[src/rtl/uart_tx_fifo_reader_pkg.sv]
// Shared definitions for the UART TX FIFO reader: FSM state encoding and default frame parameters.
// The receiver side imports the same package so both ends agree on encodings.
package uart_tx_fifo_reader_pkg;

  localparam int DEF_NB_DATA    = 8;
  localparam int DEF_OVERSAMPLE = 16;
  localparam int DEF_SB_TICK    = 16;

  typedef enum logic [2:0] {
    ST_IDLE   = 3'd0,
    ST_START  = 3'd1,
    ST_DATA   = 3'd2,
    ST_PARITY = 3'd3,
    ST_STOP   = 3'd4
  } state_t;

  function automatic int max_int(input int a, input int b);
    return (a > b) ? a : b;
  endfunction

endpackage

[src/rtl/uart_tx_fifo_reader.sv]
// UART transmitter that pops one word per frame from a show-ahead FIFO and serializes it.
// Define UART_TX_PARITY_EN to insert an even-parity bit between the data bits and the stop period.
module uart_tx_fifo_reader
  import uart_tx_fifo_reader_pkg::*;
#(
  parameter int NB_DATA    = DEF_NB_DATA,
  parameter int OVERSAMPLE = DEF_OVERSAMPLE,
  parameter int SB_TICK    = DEF_SB_TICK
) (
  input  logic               i_clock,
  input  logic               i_reset,
  input  logic               i_tick,
  input  logic               i_empty,
  input  logic [NB_DATA-1:0] i_data,
  output logic               o_rd,
  output logic               o_tx,
  output logic               o_busy,
  output logic               o_tx_done
);

  localparam int TICK_W = $clog2(max_int(OVERSAMPLE, SB_TICK));
  localparam int BIT_W  = $clog2(NB_DATA) + 1;
  localparam logic [TICK_W-1:0] OS_LAST  = TICK_W'(OVERSAMPLE - 1);
  localparam logic [TICK_W-1:0] SB_LAST  = TICK_W'(SB_TICK - 1);
  localparam logic [BIT_W-1:0]  BIT_LAST = BIT_W'(NB_DATA - 1);

  state_t              state, state_next;
  logic [TICK_W-1:0]   tick_cnt, tick_next;
  logic [BIT_W-1:0]    bit_cnt, bit_next;
  logic [NB_DATA-1:0]  shreg, shreg_next;
  logic                tx_reg, tx_next;
  logic                busy_reg;
  logic                done_reg, done_next;
  logic                load;
`ifdef UART_TX_PARITY_EN
  logic                par_reg, par_next;
`endif

  always_ff @(posedge i_clock or negedge i_reset) begin
    if (!i_reset) begin
      state    <= ST_IDLE;
      tick_cnt <= '0;
      bit_cnt  <= '0;
      shreg    <= '0;
      tx_reg   <= 1'b1;
      busy_reg <= 1'b0;
      done_reg <= 1'b0;
`ifdef UART_TX_PARITY_EN
      par_reg  <= 1'b0;
`endif
    end else begin
      state    <= state_next;
      tick_cnt <= tick_next;
      bit_cnt  <= bit_next;
      shreg    <= shreg_next;
      tx_reg   <= tx_next;
      busy_reg <= (state_next != ST_IDLE);
      done_reg <= done_next;
`ifdef UART_TX_PARITY_EN
      par_reg  <= par_next;
`endif
    end
  end

  always_comb begin
    state_next = state;
    tick_next  = tick_cnt;
    bit_next   = bit_cnt;
    shreg_next = shreg;
    done_next  = 1'b0;
    load       = 1'b0;
    case (state)
      ST_IDLE: begin
        if (!i_empty) begin
          load       = 1'b1;
          shreg_next = i_data;
          tick_next  = '0;
          state_next = ST_START;
        end
      end
      ST_START: begin
        if (i_tick) begin
          if (tick_cnt == OS_LAST) begin
            tick_next  = '0;
            bit_next   = '0;
            state_next = ST_DATA;
          end else begin
            tick_next = tick_cnt + 1'b1;
          end
        end
      end
      ST_DATA: begin
        if (i_tick) begin
          if (tick_cnt == OS_LAST) begin
            tick_next  = '0;
            shreg_next = shreg >> 1;
            bit_next   = bit_cnt + 1'b1;
            if (bit_cnt == BIT_LAST) begin
`ifdef UART_TX_PARITY_EN
              state_next = ST_PARITY;
`else
              state_next = ST_STOP;
`endif
            end
          end else begin
            tick_next = tick_cnt + 1'b1;
          end
        end
      end
`ifdef UART_TX_PARITY_EN
      ST_PARITY: begin
        if (i_tick) begin
          if (tick_cnt == OS_LAST) begin
            tick_next  = '0;
            state_next = ST_STOP;
          end else begin
            tick_next = tick_cnt + 1'b1;
          end
        end
      end
`endif
      ST_STOP: begin
        if (i_tick) begin
          if (tick_cnt == SB_LAST) begin
            tick_next  = '0;
            done_next  = 1'b1;
            state_next = ST_IDLE;
          end else begin
            tick_next = tick_cnt + 1'b1;
          end
        end
      end
      default: begin
        state_next = ST_IDLE;
      end
    endcase
  end

`ifdef UART_TX_PARITY_EN
  // Parity is taken from the word as popped, since shreg is shifted away during DATA.
  assign par_next = load ? ^i_data : par_reg;
`endif

  // The line value is registered from the next state so o_tx changes on the same edge as state.
  always_comb begin
    tx_next = 1'b1;
    case (state_next)
      ST_START:  tx_next = 1'b0;
      ST_DATA:   tx_next = shreg_next[0];
`ifdef UART_TX_PARITY_EN
      ST_PARITY: tx_next = par_next;
`endif
      default:   tx_next = 1'b1;
    endcase
  end

  assign o_rd      = load & i_reset;
  assign o_tx      = tx_reg;
  assign o_busy    = busy_reg;
  assign o_tx_done = done_reg;

endmodule

[config.mk]
export PLATFORM = sky130hd
export DESIGN_NAME = uart_tx_fifo_reader
export DESIGN_NICKNAME = d
export VERILOG_FILES = /design/src/rtl/uart_tx_fifo_reader_pkg.sv /design/src/rtl/uart_tx_fifo_reader.sv
export SDC_FILE = /design/constraint.sdc
export NUM_CORES = 1
export LEC_CHECK = 0
export ABC_AREA = 1
export CORE_AREA = 2 2 52 54
export CTS_CLUSTER_DIAMETER = 100
export DETAILED_ROUTE_END_ITERATION = 8
export DIE_AREA = 0 0 54 56
export PLACE_DENSITY = 0.79
export SLEW_MARGIN = 20
export SYNTH_ARGS = -nofsm -noshare
export SYNTH_HDL_FRONTEND = slang
export SYNTH_SLANG_ARGS = --single-unit
[constraint.sdc]
create_clock -name i_clock -period 1.7 [get_ports i_clock]
set_clock_uncertainty 0.05 [all_clocks]
set_input_delay 0.17 -clock i_clock [delete_from_list [all_inputs] [get_ports i_clock]]
set_output_delay 0.17 -clock i_clock [all_outputs]
set_load 0.01 [all_outputs]
==> results.txt <==
Worst R2R End = bit_cnt[2]
fin nets = 191
DR iter-0 viols = 25
Yosys Warn Count = 0
layout cells sized above 1 = 19.3%
Synth top area share = 43.9%
Crit Path Class = reg2out
CORE AREA = 2430 sq um
Yosys top cell by area = dfrtp_1
cells on worst reg2reg path = 6
Yosys cell types = 23
type of the most critical hold path = in2async
Detail Route Antenna Nets = 0
row count = 18
status = finished, final reports clean
Pre-antenna DRT Iters = 4
Post-Synthesis Cells = 151
Sink Count = 22
Commonest cells post-synth = 48 x nand2_1, 22 x nand3_1, 21 x dfrtp_1, 13 x nor2_1, 11 x inv_1
area delta synth->final = 22.9%
FF+latch count, synth = 22
Mapped Area = 1200 sq um
post-layout min period = 1.60 ns
# DRC = 0
total of max-cap violations = 0
die width = 54 um
clk slew on worst S/H paths = 0.12 ns
Initial Utilization = 49.2%
CP Capture Type = output port
DP Area = 1430 sq um
most frequent cell after synthesis = nand2_1
fin area = 1470 sq um
via count = 1091
I/O pin count = 16
Avg WL per Cell = 12.6 um
all-layer global routing usage = 19.9%
CTS tree = done
GRT Residual Overflow = 0
reg-to-reg critical path startpoint = tick_cnt[0]
clock latency on the worst-skew pair = 0.31 ns
Min Hold Slack = 0.178 ns
die height = 56 um
Critical Path AT = 1.38 ns
maximum fanout along the worst path = 1
Num CTS Buffers = 3
Max stage delay cell, worst path = dfstp_2
CP Launch Type = flop
max incr delay on CP = 0.54 ns
clock root buffer = clkbuf_4
Slew HR = 80.7%
Setup Viol. Count Final = 0
Mean Syn Cell Area = 7.93 sq um
H-tree depth = 1
critical path depth = 1
total die area = 3020 sq um
initial antenna violation count = 0
Final Hold Fails = 0
Vias/cell = 5.30
# diodes = 0
Main synth FF type = dfrtp_1
final worst-path cycle share = 94.2%
Post-CTS Hold Buffers = 0
Tightest Pin Transition = 0.290 ns
largest net degree at the start of global routing = 23
Setup TNS = 0 ns
vias in the first global route = 1053
max frequency = 624 MHz
Synthesized Nets = 165
Final Power = 1.82 mW
WP buf/inv = 1
Synth area leaders = dfrtp_1 44%, nand2_1 15%, nand3_1 9.2%, nor2_1 4.1%, inv_1 3.4%
DP HPWL = 1990 um
asr flop ratio synth = 100%
RSZ-0062 raised after global routing = no
Post-synth EDFFs = 0
crit path cell chain = clkdlybuf4s50_1
pwr/cell area = 1240 nW/um^2
drt total wl = 2600 um
port bufs = 15
delay-heaviest family, CP = flip-flops
Lkg Pwr = 0.755 nW
global-route wire length before repair = 4510 um
register area share after synthesis = 46.1%
r2r setup slk = 0.12 ns
GPL Wtd Cong = 0.790
CP required = 1.48 ns
Max clock buf depth = 2
Slew Limit Fails = 0
VDD IR max = 0.931 mV
## state kept, by name, indices dropped and copies added (netlist names)
name	flops
o_tx_done	1
bit_cnt	4
state	3
shreg	8
tick_cnt	4
o_tx	1
o_busy	1
## placed cells by master, fill, tap and decap left out, drive strengths merged, types with 2 or more instances in the layout
cell | synthesis | final
buf | 3 | 10
clkdlybuf4s50 | 0 | 14
inv | 14 | 14
a21oi | 5 | 5
ha | 2 | 2
nand3 | 22 | 22
clkbuf | 0 | 4
nand4 | 5 | 5
dfrtp | 21 | 21
nor2 | 16 | 16
nand2 | 51 | 51
o21ai | 8 | 8
## power by group
group	internal (mW)	switching (mW)	leakage, nW	total (mW)
registers	0.690	0.124	0.278	0.815
clock network	0.131	0.160	0.0210	0.291
logic	0.311	0.402	0.456	0.714
## worst max path at each step
stage / start / endpoint
floorplan: tick_cnt[0] / bit_cnt[3]
global placement: i_empty / o_rd
detailed placement: i_empty / o_rd
CTS: state[1] / o_rd
global route: tick_cnt[0] / bit_cnt[2]
finish: o_tx / o_tx
## per-stage QoR
step                      instances  setup slack [ns]  utilization (%)
after detailed placement        201            0.0353             58.6
after CTS                       205            0.0149             60.2
final                           206            0.0978             60.5
after global routing            206            0.0359             60.5
after floorplan                 151             0.312                -
after global placement          201            0.0443             58.6
## timing repair
| action | in CTS | in global routing |
|---|---|---|
| endpoints found under the setup margin | 1 | 6 |
| gates resized for setup | 4 | 3 |
| buffers inserted | 0 | 1 |
## cell type report
class | instances | area [sq um]
repair buffers | 24 | 213
flip-flops and latches | 22 | 552
clock buffers | 4 | 36.3
multi-input cells | 112 | 581
well taps | 30 | 37.5
inverters | 14 | 52.6
fillers | 219 | 961
## logic make-up after synthesis
kind of cell	synth area share, %
AND/OR/NAND/NOR	37.0
buffers and inverters	6.06
flip-flops	46.1
XOR/XNOR	0.732
AO/OA/AOI/OAI	8.05
adder cells (fa/ha/maj)	2.09
## layer usage
layer	up-vias	wire [um]	track usage (%)
li1	538	-	-
met1	525	1180	25.7
met2	21	1300	32.9
met3	7	76	2.69
met4	0	48	7.14
met5	-	0	0
No activity file was read; power rests on OpenSTA's default activity.
